## src/rtl/updown_counter_pkg.sv

```systemverilog
// Shared definitions for the up/down counter: counting-mode encoding.
package updown_counter_pkg;

    typedef enum logic [1:0] {
        MODE_WRAP    = 2'd0,
        MODE_SAT     = 2'd1,
        MODE_ONESHOT = 2'd2,
        MODE_RSVD    = 2'd3
    } mode_e;

endpackage

```

## src/rtl/updown_counter_prescaler.sv

```systemverilog
// Runtime-programmable prescaler: strobes STEP once every DIV+1 enabled cycles.
module updown_counter_prescaler #(
    parameter int PRE_W = 4
) (
    input  logic             CLK,
    input  logic             RESET_N,
    input  logic             EN,
    input  logic             CLR,
    input  logic [PRE_W-1:0] DIV,
    output logic             STEP
);

    logic [PRE_W-1:0] pcnt_q;
    logic [PRE_W-1:0] pcnt_d;

    // ">=" rather than "==" so a DIV lowered below the running count fires at once
    always_comb begin
        STEP   = EN && !CLR && (pcnt_q >= DIV);
        pcnt_d = pcnt_q;
        if (CLR) begin
            pcnt_d = '0;
        end else if (EN) begin
            pcnt_d = STEP ? '0 : pcnt_q + 1'b1;
        end
    end

    always_ff @(posedge CLK) begin
        if (!RESET_N) begin
            pcnt_q <= '0;
        end else begin
            pcnt_q <= pcnt_d;
        end
    end

endmodule

```

## src/rtl/updown_counter.sv

```systemverilog
// WIDTH-bit up/down counter with programmable top value, prescaler,
// wrap/saturate/one-shot modes and registered WRAP/AT_END/DONE flags.
module updown_counter
    import updown_counter_pkg::*;
#(
    parameter int WIDTH   = 8,
    parameter int MAX_VAL = 255,
    parameter int PRE_W   = 4
) (
`ifdef USE_POWER_PINS
    inout  wire              vccd1,
    inout  wire              vssd1,
`endif
    input  logic             CLK,
    input  logic             RESET_N,
    input  logic             EN,
    input  logic             UP,
    input  logic [1:0]       MODE,
    input  logic [PRE_W-1:0] DIV,
    input  logic             LOAD,
    input  logic [WIDTH-1:0] VALUE,
    output logic [WIDTH-1:0] C,
    output logic             WRAP,
    output logic             AT_END,
    output logic             DONE
);

    localparam logic [WIDTH-1:0] MAX_C = WIDTH'(MAX_VAL);

    logic             step;
    logic [WIDTH-1:0] c_q, c_d;
    logic             wrap_q, wrap_d;
    logic             at_end_q, at_end_d;
    logic             done_q, done_d;
    mode_e            mode;

    assign mode = mode_e'(MODE);

    updown_counter_prescaler #(
        .PRE_W (PRE_W)
    ) u_prescaler (
        .CLK     (CLK),
        .RESET_N (RESET_N),
        .EN      (EN),
        .CLR     (LOAD),
        .DIV     (DIV),
        .STEP    (step)
    );

    // Boundaries are compared before any +1/-1 so the range stays 0..MAX_VAL
    always_comb begin
        c_d    = c_q;
        wrap_d = 1'b0;
        done_d = done_q;
        if (LOAD) begin
            c_d    = (VALUE > MAX_C) ? MAX_C : VALUE;
            done_d = 1'b0;
        end else if (step && !done_q) begin
            if (UP ? (c_q != MAX_C) : (c_q != '0)) begin
                c_d = UP ? c_q + 1'b1 : c_q - 1'b1;
            end else begin
                case (mode)
                    MODE_SAT:     c_d = c_q;
                    MODE_ONESHOT: done_d = 1'b1;
                    default: begin
                        c_d    = UP ? '0 : MAX_C;
                        wrap_d = 1'b1;
                    end
                endcase
            end
        end
        at_end_d = UP ? (c_d == MAX_C) : (c_d == '0);
    end

    always_ff @(posedge CLK) begin
        if (!RESET_N) begin
            c_q      <= '0;
            wrap_q   <= 1'b0;
            at_end_q <= 1'b0;
            done_q   <= 1'b0;
        end else begin
            c_q      <= c_d;
            wrap_q   <= wrap_d;
            at_end_q <= at_end_d;
            done_q   <= done_d;
        end
    end

    assign C      = c_q;
    assign WRAP   = wrap_q;
    assign AT_END = at_end_q;
    assign DONE   = done_q;

endmodule

```

## config.mk

```make
export PLATFORM = sky130hd
export DESIGN_NAME = updown_counter
export DESIGN_NICKNAME = d
export VERILOG_FILES = /design/src/rtl/updown_counter_pkg.sv /design/src/rtl/updown_counter_prescaler.sv /design/src/rtl/updown_counter.sv
export SDC_FILE = /design/constraint.sdc
export NUM_CORES = 1
export LEC_CHECK = 0
export CAP_MARGIN = 30
export CORE_UTILIZATION = 45
export CTS_BUF_LIST = sky130_fd_sc_hd__clkbuf_2 sky130_fd_sc_hd__clkbuf_4 sky130_fd_sc_hd__clkbuf_8
export DETAILED_ROUTE_END_ITERATION = 6
export GPL_ROUTABILITY_DRIVEN = 0
export MAX_ROUTING_LAYER = met4
export PLACE_DENSITY = 0.7
export RECOVER_POWER = 100
export SYNTH_ARGS = -nofsm -noshare
export SYNTH_HDL_FRONTEND = slang
export SYNTH_SLANG_ARGS = --single-unit
```

## constraint.sdc

```tcl
create_clock -name CLK -period 4.65 [get_ports CLK]
set_input_delay 1.1625 -clock CLK [delete_from_list [all_inputs] [get_ports CLK]]
set_output_delay 1.1625 -clock CLK [all_outputs]
set_load 0.05 [all_outputs]
```

# After elaboration in Yosys (flattened, before gate mapping)
# Cells that the tools add are included.
dict set report word_totals {
  regBits 15
  inputBits 19
  word_cells 39
}
dict set report classes {
  n_addsub 3
  magnitude_cmp 2
  n_eq_ne 4
  n_mux 11
  n_bitwise 3
  reduce_logical 11
}
# cell n
set ops {}
lappend ops {{$mux 8} 7}
lappend ops {{$add 8x1->8 const B} 1}
lappend ops {{$eq 8x8->1 const B} 1}
lappend ops {{$gt 8x8->1 const B} 1}
lappend ops {{$logic_not 8->1} 1}
lappend ops {{$ne 8x8->1 const B} 1}
lappend ops {{$reduce_bool 8->1} 1}
lappend ops {{$sub 8x1->8 const B} 1}
lappend ops {{$add 4x1->4 const B} 1}
lappend ops {{$ge 4x4->1} 1}
lappend ops {{$mux 4} 1}
lappend ops {{$reduce_or 2->1} 2}
lappend ops {{$reduce_or 4->1} 1}
lappend ops {{$logic_and 1x1->1} 3}
lappend ops {{$mux 1} 3}
lappend ops {{$not 1->1} 3}
lappend ops {{$reduce_and 3->1} 1}
lappend ops {{$eq 2x1->1 const B} 1}
lappend ops {{$eq 2x2->1 const B} 1}
lappend ops {{$logic_not 1->1} 2}

# Logic depth before layout (Yosys ltp)
# Gate-level depths: netlist of run 1.
dict set report depth {
  depth_word 8
  depth_mapped 10
  depth_no_buf 9
}

# Hierarchy
# From an unflattened synthesis of run 1, not the netlist that was laid out.
dict set report hier_totals {
  hier_cells 181
  area_unflattened_um2 1507.7
}
# module n_inst cells_each area_per_inst_um2
set by_module_without_submodules {}
lappend by_module_without_submodules {updown_counter 1 146 1179.9}
lappend by_module_without_submodules {updown_counter_prescaler 1 35 327.8}

# Worst setup path after synthesis of run 1
# OpenSTA, ideal clock, no wires.
dict set report synth_path {
  path_kind {input port to flip-flop}
  start {input DIV[0]}
  end {register at_end_q, in the netlist AT_END}
  arrival_time_ns 3.337
  setup_slack_ns 1.240
  path_stages 9
  n_path_buf 1
  cell_sequence {ha_1 nand2b_1 a2111o_1 and3_1 buf_2 a221o_1 a2111oi_0 nand4_1 o22ai_2}
}
dict set report synth_between {
  elab_chain_len 7
  elab_cells_between_ends 8
  classes_between {1 x order compare; 1 x eq/ne; 3 x mux; 3 x reduce/logical}
}
# element line_no
set synth_lines {}
lappend synth_lines {{start, declared} updown_counter.sv:19} ;# input logic [PRE_W-1:0] DIV,
lappend synth_lines {{$ge 4x4->1 *} updown_counter_prescaler.sv:18} ;# STEP = EN && !CLR && (pcnt_q >= DIV);
lappend synth_lines {{$logic_and 1x1->1 *} updown_counter_prescaler.sv:18}
lappend synth_lines {{$logic_and 1x1->1 *} updown_counter.sv:58} ;# end else if (step && !done_q) begin
lappend synth_lines {{$mux 8 *} updown_counter.sv:58}
lappend synth_lines {{$mux 8 *} updown_counter.sv:55} ;# if (LOAD) begin
lappend synth_lines {{$eq 8x8->1 / $logic_not 8->1 (equally long branches)} updown_counter.sv:72} ;# at_end_d = UP ? (c_d == MAX_C) : (c_d == '0);
lappend synth_lines {{$mux 1 *} updown_counter.sv:72}
lappend synth_lines {{end signal, assigned} updown_counter.sv:84} ;# at_end_q <= at_end_d;
lappend synth_lines {{end, declared} updown_counter.sv:33} ;# logic at_end_q, at_end_d;
# Every way passes the cells marked *; elsewhere a longest branch is shown, timed or not.
# A chain may end at the register's enable or synchronous reset.

# Worst setup path after layout of run 1
dict set report layout_path {
  start {input UP}
  end {register at_end_q, in the netlist AT_END}
}
dict set report layout_between {
  elab_chain_len 7
  elab_cells_between_ends 10
  classes_between {1 x eq/ne; 8 x mux; 1 x reduce/logical}
}
# element line_no
set layout_lines {}
lappend layout_lines {{start, declared} updown_counter.sv:17} ;# input logic UP,
lappend layout_lines {{$mux 8} updown_counter.sv:66} ;# c_d = UP ? '0 : MAX_C;
lappend layout_lines {{$mux 8} updown_counter.sv:62} ;# case (mode)
lappend layout_lines {{$mux 8} updown_counter.sv:59} ;# if (UP ? (c_q != MAX_C) : (c_q != '0)) begin
lappend layout_lines {{$mux 8} updown_counter.sv:58}
lappend layout_lines {{$mux 8} updown_counter.sv:55}
lappend layout_lines {{$eq 8x8->1 / $logic_not 8->1 (equally long branches)} updown_counter.sv:72}
lappend layout_lines {{$mux 1 *} updown_counter.sv:72}
# Marks and branches as above.

==> key figures, run 1 <==
Run status
  • Outcome: completed

Synth
  • Post-synth EDFFs: 0
  • Cell variety after synth: 48
  • Syn Area/Cell: 8.568 um^2
  • Top cell type's share of synthesized area: 23.21%
  • Seq/Total Area, Yosys: 23.21%
  • Yosys warnings: 0
  • Dominant cell type by area after synthesis: dfxtp_1
  • Post-synth ARST share: 0%
  • Commonest register cell after synthesis: dfxtp_1
  • Post-Syn Nets: 183
  • Synth area leaders: dfxtp_1, ha_1, nand2b_1
  • Syn Inst Count: 151
  • Synthesis-stage register bit count: 15
  • Top cells by count, synth: dfxtp_1, ha_1, nand2b_1, nor2_1, inv_1
  • Most numerous cell in the Yosys netlist: dfxtp_1
  • Netlist Area Pre-Place: 0.001294 mm^2

Clocking
  • CTS HTree Levels: 1
  • Setup Buffers After CTS: 0
  • Root Driver: clkbuf_4
  • Clock buffer depth: 2
  • CTS Hold Bufs: 0
  • Clock slew at reported path FFs: 0.10 ns
  • TritonCTS Buffers: 3
  • TritonCTS Sinks: 15
  • Clock Latency Late Sink: 0.29 ns
  • CTS tree: done
  • Cts repair resizes: 0

GRT
  • GR Overflow Total: 0
  • Pin count of the biggest net entering global routing: 20
  • Vias in the first global route: 1327
  • Initial antenna violation count: 0
  • Global-route wire length before repair: 5823 um
  • Total Routing Usage GR: 23.94%

Critical path
  • Crit path required time: 4.86 ns
  • Worst setup path class: input pin to flip-flop
  • CP endpoint kind: flip-flop
  • R2r worst-path depth: 9
  • Critical path peak fanout: 7
  • Crit path DAT: 4.41 ns
  • CP startpoint kind: input pin

Floorplan
  • Die Ht: 55.62 um
  • I/O pins: 30
  • Initial core utilization: 47.32%
  • Die Footprint: 0.003094 mm^2
  • Die width: 55.62 um
  • Core ar.: 0.002734 mm^2
  • # rows: 19

Timing
  • Final Hold Vio Count: 0
  • RSZ-0062 raised after global routing: no
  • Final TNS setup: 0 ns
  • Setup Skew: 0.01150 ns
  • Slew Viols, Final: 0
  • Worst slew pin tran: 0.6204 ns
  • Slew margin rel.: 58.11%
  • Fmax: 238.3 MHz
  • Tmin final: 4.196 ns
  • Period utilization: 90.25%
  • Setup violations, final: 0

Worst hold path
  • WHS Path Cells: 2
  • Hold Path Class: flip-flop to flip-flop

Power
  • Max VDD drop: 155.8 uV
  • Pwr dens: 213.5 mW/mm^2
  • P_leak: 0.6831 nW

Route
  • DR vias: 1301
  • Residual antenna-violating net count after detailed routing: 0
  • Initial drt markers: 49
  • Via density per instance: 6.137
  • WL final: 3303 um
  • First-pass iteration count of the detailed router: 4
  • Remaining DRCs: 0
  • WL per Instance: 15.58 um

Placed design
  • IO Port Bufs: 29
  • Post-DP HPWL: 2692 um

Cells and area
  • Antenna cells: 0
  • Share of cells above drive strength 1: 4.420%
  • Final Util: 59.59%
  • Fill cells: 244
  • Synthesis-to-finish area growth: 25.92%
  • Nets@finish: 214

Job
  • Max_cap viols: 0
[layout make-up]
| class | count | area [um^2] | area share (%) |
|---|---|---|---|
| multi-input cells | 123 | 930.9 | 57.14 |
| well taps | 31 | 38.79 | 2.381 |
| repair buffers | 30 | 297.8 | 18.28 |
| clock inverters | 1 | 5.005 | 0.3072 |
| flip-flops and latches | 15 | 300.3 | 18.43 |
| inverters | 9 | 33.78 | 2.074 |
| clock buffers | 3 | 22.52 | 1.382 |
[cells in the final DEF, fill, tap and decap left out, types with 2 or more instances in the layout]
| cell type | netlist | layout |
|---|---|---|
| a2111o_1 | 3 | 3 |
| a2111oi_0 | 2 | 2 |
| a211oi_1 | 3 | 3 |
| a21o_1 | 2 | 2 |
| a21oi_1 | 2 | 2 |
| a311oi_1 | 1 | 3 |
| a31oi_1 | 4 | 4 |
| and2_0 | 0 | 2 |
| and2_1 | 6 | 4 |
| and3_1 | 2 | 2 |
| and4b_1 | 2 | 2 |
| clkbuf_4 | 0 | 3 |
| clkdlybuf4s50_1 | 0 | 16 |
| dfxtp_1 | 15 | 15 |
| dlygate4sd3_1 | 0 | 13 |
| ha_1 | 12 | 12 |
| inv_1 | 8 | 8 |
| nand2_1 | 2 | 2 |
| nand2b_1 | 11 | 11 |
| nand3_1 | 4 | 4 |
| nand4_1 | 4 | 4 |
| nor2_1 | 11 | 11 |
| nor2b_1 | 2 | 2 |
| nor3_1 | 2 | 2 |
| nor4_1 | 3 | 3 |
| o2111ai_1 | 4 | 4 |
| o211ai_1 | 4 | 4 |
| o21a_1 | 3 | 3 |
| o21ai_0 | 5 | 5 |
| o21bai_1 | 3 | 3 |
| o311ai_0 | 3 | 3 |
| o31ai_1 | 3 | 3 |
| xor2_1 | 3 | 3 |
[path summary, 6_finish.rpt]
path	startpoint	to	slack [ns]
worst max-delay path	UP	AT_END$_SDFF_PN0_	0.45
worst min-delay path	u_prescaler.pcnt_q[0]$_SDFFE_PP0P_	u_prescaler.pcnt_q[0]$_SDFFE_PP0P_	0.53
worst max register to register	u_prescaler.pcnt_q[0]$_SDFFE_PP0P_	AT_END$_SDFF_PN0_	1.67
worst min register to register	u_prescaler.pcnt_q[0]$_SDFFE_PP0P_	u_prescaler.pcnt_q[0]$_SDFFE_PP0P_	0.53
[layer usage]
layer  share of wire [%]  global-route usage (%)  wire length [um]  vias to the layer above
met5                   0                       -                 0                        -
met4                0.30                   6.071                10                        0
met3                 3.4                   2.791               113                        2
met2                  46                   38.38              1511                       31
met1                  50                   32.26              1666                      610
li1                    -                       -                 -                      658
[flip-flops by register name, summed over array words and instances (netlist names)]
| signal | cells |
|---|---|
| C | 8 |
| AT_END | 1 |
| WRAP | 1 |
| u_prescaler.pcnt_q | 4 |
| DONE | 1 |
[report_power, final]
group | total [mW] | switching [mW] | internal [mW]
Combinational | 0.130 | 0.0728 | 0.0568
Clock | 0.0755 | 0.0436 | 0.0319
Sequential | 0.143 | 0.00895 | 0.134
Total | 0.348 | 0.125 | 0.223
[cell families after synthesis]
logic type | share of synthesized area, %
buf+inv | 3.868
xor+xnor | 2.708
compound gates | 30.66
fa+ha+maj | 13.15
flops | 23.21
simple gates | 25.63
mux | 0.7737
[stage by stage]
step                      instances  setup slack, ns  total power [mW]  hold slack [ns]  cell area (um^2)
after floorplan                 151            1.240            0.2320           0.4790              1294
after global placement          208           0.4845            0.2748           0.4975              1614
after detailed placement        208           0.3585            0.2769           0.5137              1614
after CTS                       212           0.6373            0.3518           0.5319              1642
after global routing            212           0.2476            0.3700           0.5726              1629
final                           212           0.4536            0.3478           0.5280              1629
[critical path, stage by stage]
cell	delay, ns
dlygate4sd3_1	0.68
inv_1	0.20
fa_1	0.45
a211oi_1	0.46
o2111ai_1	0.21
a311oi_1	0.44
o211ai_1	0.18
or4_1	0.51
o22ai_2	0.10
No activity file was read; power rests on OpenSTA's default activity.
==> run 2: changes to the inputs <==
--- a/config.mk
+++ b/config.mk
@@ -5,13 +5,14 @@
 export SDC_FILE = /design/constraint.sdc
 export NUM_CORES = 1
 export LEC_CHECK = 0
+export ABC_AREA = 1
 export CAP_MARGIN = 30
 export CORE_UTILIZATION = 45
 export CTS_BUF_LIST = sky130_fd_sc_hd__clkbuf_2 sky130_fd_sc_hd__clkbuf_4 sky130_fd_sc_hd__clkbuf_8
 export DETAILED_ROUTE_END_ITERATION = 6
 export GPL_ROUTABILITY_DRIVEN = 0
 export MAX_ROUTING_LAYER = met4
-export PLACE_DENSITY = 0.7
+export PLACE_DENSITY = 0.69
 export RECOVER_POWER = 100
 export SYNTH_ARGS = -nofsm -noshare
 export SYNTH_HDL_FRONTEND = slang
==> key figures, run 2 <==
Floorplan
  • Die Footprint: 0.003318 mm^2 (+7.3%)
  • I/O pins: 30 (unchanged)
  • Core ar.: 0.002853 mm^2 (+4.3%)
  • # rows: 19 (unchanged)
  • Initial core utilization: 48.77% (+1.4 points)
  • Die Ht: 57.61 um (+3.6%)
  • Die width: 57.61 um (+3.6%)

Timing
  • Slew Viols, Final: 0 (unchanged)
  • Fmax: 292.8 MHz (+23%)
  • Setup Skew: 0.001425 ns (-0.01007 ns)
  • Slew margin rel.: 65.02% (+6.9 points)
  • Worst slew pin tran: 0.5231 ns (-0.09739 ns)
  • Final TNS setup: 0 ns (unchanged)
  • Period utilization: 73.45% (-17 points)
  • RSZ-0062 raised after global routing: no
  • Setup violations, final: 0 (unchanged)
  • Tmin final: 3.415 ns (-0.7811 ns)
  • Worst setup margin: 1.235 ns (+0.7811 ns)
  • Final Hold Vio Count: 0 (unchanged)

Synth
  • Netlist Area Pre-Place: 0.001391 mm^2 (+7.5%)
  • Post-synth ARST share: 0% (unchanged)
  • Commonest register cell after synthesis: dfxtp_1
  • Post-Syn Nets: 264 (+44%)
  • Top cells by count, synth: nand2_1, inv_1, a21oi_1, nand3_1, nor2_1
  • Cell variety after synth: 28 (-42%)
  • Yosys warnings: 0 (unchanged)
  • Synth area leaders: dfxtp_1, nand2_1, ha_1
  • Post-synth EDFFs: 0 (unchanged)
  • Dominant cell type by area after synthesis: dfxtp_1
  • Syn Area/Cell: 5.997 um^2 (-30%)
  • Most numerous cell in the Yosys netlist: nand2_1
  • Syn Inst Count: 232 (+54%)
  • Synthesis-stage register bit count: 15 (unchanged)
  • Top cell type's share of synthesized area: 21.58% (-1.6 points)
  • Seq/Total Area, Yosys: 21.58% (-1.6 points)

Clocking
  • Clock buffer depth: 2 (unchanged)
  • CTS HTree Levels: 1 (unchanged)
  • Clock slew at reported path FFs: 0.09 ns (about the same)
  • Cts repair resizes: 0 (unchanged)
  • Setup Buffers After CTS: 0 (unchanged)
  • Root Driver: clkbuf_4
  • TritonCTS Sinks: 15 (unchanged)
  • CTS Hold Bufs: 0 (unchanged)
  • CTS tree: done
  • Clock Latency Late Sink: 0.28 ns (about the same)
  • TritonCTS Buffers: 3 (unchanged)

Power
  • Pwr dens: 204.5 mW/mm^2 (-4.2%)
  • Max VDD drop: 153.5 uV (-1.5%)
  • P_leak: 0.9085 nW (+33%)

Run status
  • Failing checks: design-rule violations
  • Outcome: complete, but fails checks

GRT
  • Global-route wire length before repair: 5464 um (-6.2%)
  • GR Overflow Total: 0 (unchanged)
  • Initial antenna violation count: 0 (unchanged)
  • Vias in the first global route: 1290 (-2.8%)
  • Total Routing Usage GR: 21.53% (-2.4 points)
  • Pin count of the biggest net entering global routing: 15 (-25%)

Critical path
  • CP peak stage delay: 0.52 ns (-0.16 ns)
  • Crit path DAT: 3.63 ns (-0.78 ns)
  • Crit path required time: 4.87 ns (about the same)
  • CP endpoint kind: flip-flop
  • Slowest-stage cell, CP: dlygate4sd3_1
  • Worst setup path class: input pin to flip-flop
  • CP Cell Sequence: dlygate4sd3_1, inv_1, ha_1, nand2_1, inv_1, nand3_1, nand3_1, nand3_1, inv_1, nand2_1, nand2_1, a21boi_0, nand2_1, nor2_1, nand3_1, a21oi_2
  • CP startpoint kind: input pin
  • Critical path peak fanout: 11 (+4)

Cells and area
  • Nets@finish: 296 (+38%)
  • Most frequent cells in the layout: nand2_1, inv_1, nand3_1
  • Antenna cells: 0 (unchanged)
  • Most common cell after layout, fill and taps aside: nand2_1
  • Share of cells above drive strength 1: 7.224% (+2.8 points)
  • Sequential Area: 300.3 um^2 (unchanged)
  • Max reg flops: 8 (unchanged)
  • Synthesis-to-finish area growth: 24.37%
  • Fill cells: 289 (+18%)
  • Area of the multi-input gates: 935.9 um^2 (+0.54%)

Worst hold path
  • Hold Path Class: flip-flop to flip-flop

Route
  • DR vias: 1433 (+10%)
  • Via density per instance: 4.874 (-21%)
  • Initial drt markers: 61 (+24%)
  • WL per Instance: 10.58 um (-32%)
  • Remaining DRCs: 2 (+2)
  • WL final: 3110 um (-5.8%)
  • First-pass iteration count of the detailed router: 6 (+2)
  • Residual antenna-violating net count after detailed routing: 0 (unchanged)

Placed design
  • Post-DP HPWL: 2611 um (-3.0%)
  • IO Port Bufs: 29 (unchanged)
  • Post-Place Worst Slack: 1.139 ns (+0.7803 ns)

Job
  • Max_cap viols: 0 (unchanged)
## run 2: cell types whose count changed after synthesis, sizes merged, moves of 7 or more
cell / before / now
nand2: 2 / 80
inv: 8 / 35
a21oi: 2 / 23
nand3: 4 / 23
nor2: 11 / 25
nand2b: 11 / 0
and2: 7 / 0
## run 2: worst paths after layout
check	startpoint	end	slack, ns	cells past startpoint
worst min-delay path	DONE$_SDFFE_PP0P_	DONE$_SDFFE_PP0P_	0.50	2
worst max-delay path	DIV[3]	AT_END$_SDFF_PN0_	1.23	16
worst min register to register	DONE$_SDFFE_PP0P_	DONE$_SDFFE_PP0P_	0.50	2
worst max register to register	u_prescaler.pcnt_q[1]$_SDFFE_PP0P_	AT_END$_SDFF_PN0_	2.33	14
## run 2: layout make-up
| cell class | count | area share, % |
|---|---|---|
| clock buffer | 4 | 1.735 |
| sequential | 15 | 17.35 |
| tap | 31 | 2.242 |
| multi-input combinational | 179 | 54.09 |
| timing repair buffer | 29 | 16.78 |
| inverter | 36 | 7.809 |
## run 2: stage by stage
step,utilization [%],std cells,power (mW),instance area [um^2],hold slack [ns]
global route,60.66,294,0.3796,1730,0.5317
finish,60.66,294,0.3539,1730,0.5001
detailed placement,59.78,290,0.2782,1705,0.5021
global placement,59.78,290,0.2791,1705,0.4932
floorplan,-,232,0.2362,1391,0.4760
CTS,60.83,294,0.3590,1735,0.5190
## run 2: logic make-up after synthesis
family | synth area share (%)
XOR/XNOR | 0.6296
buffers and inverters | 10.79
adder cells (fa/ha/maj) | 12.23
AND/OR/NAND/NOR | 43.88
AO/OA/AOI/OAI | 10.88
flip-flops | 21.58
## run 2: power by group
group	internal, mW	total [mW]	switching (mW)
Clock	0.0391	0.0814	0.0423
Combinational	0.0528	0.131	0.0782
Sequential	0.134	0.142	0.00810
## run 2: routing by layer
layer | up-vias | part of all wire [%] | global-route usage [%]
met4 | 0 | 1.4 | 6.620
li1 | 798 | - | -
met1 | 605 | 53 | 29.94
met5 | - | 0 | -
met3 | 4 | 3.2 | 1.361
met2 | 26 | 42 | 33.39
## run 2: critical path, delay by kind of cell
family | cells | cell delay, ns
simple gates | 9 | 1.01
buf+inv | 4 | 0.84
compound gates | 2 | 0.32
fa+ha+maj | 1 | 0.29
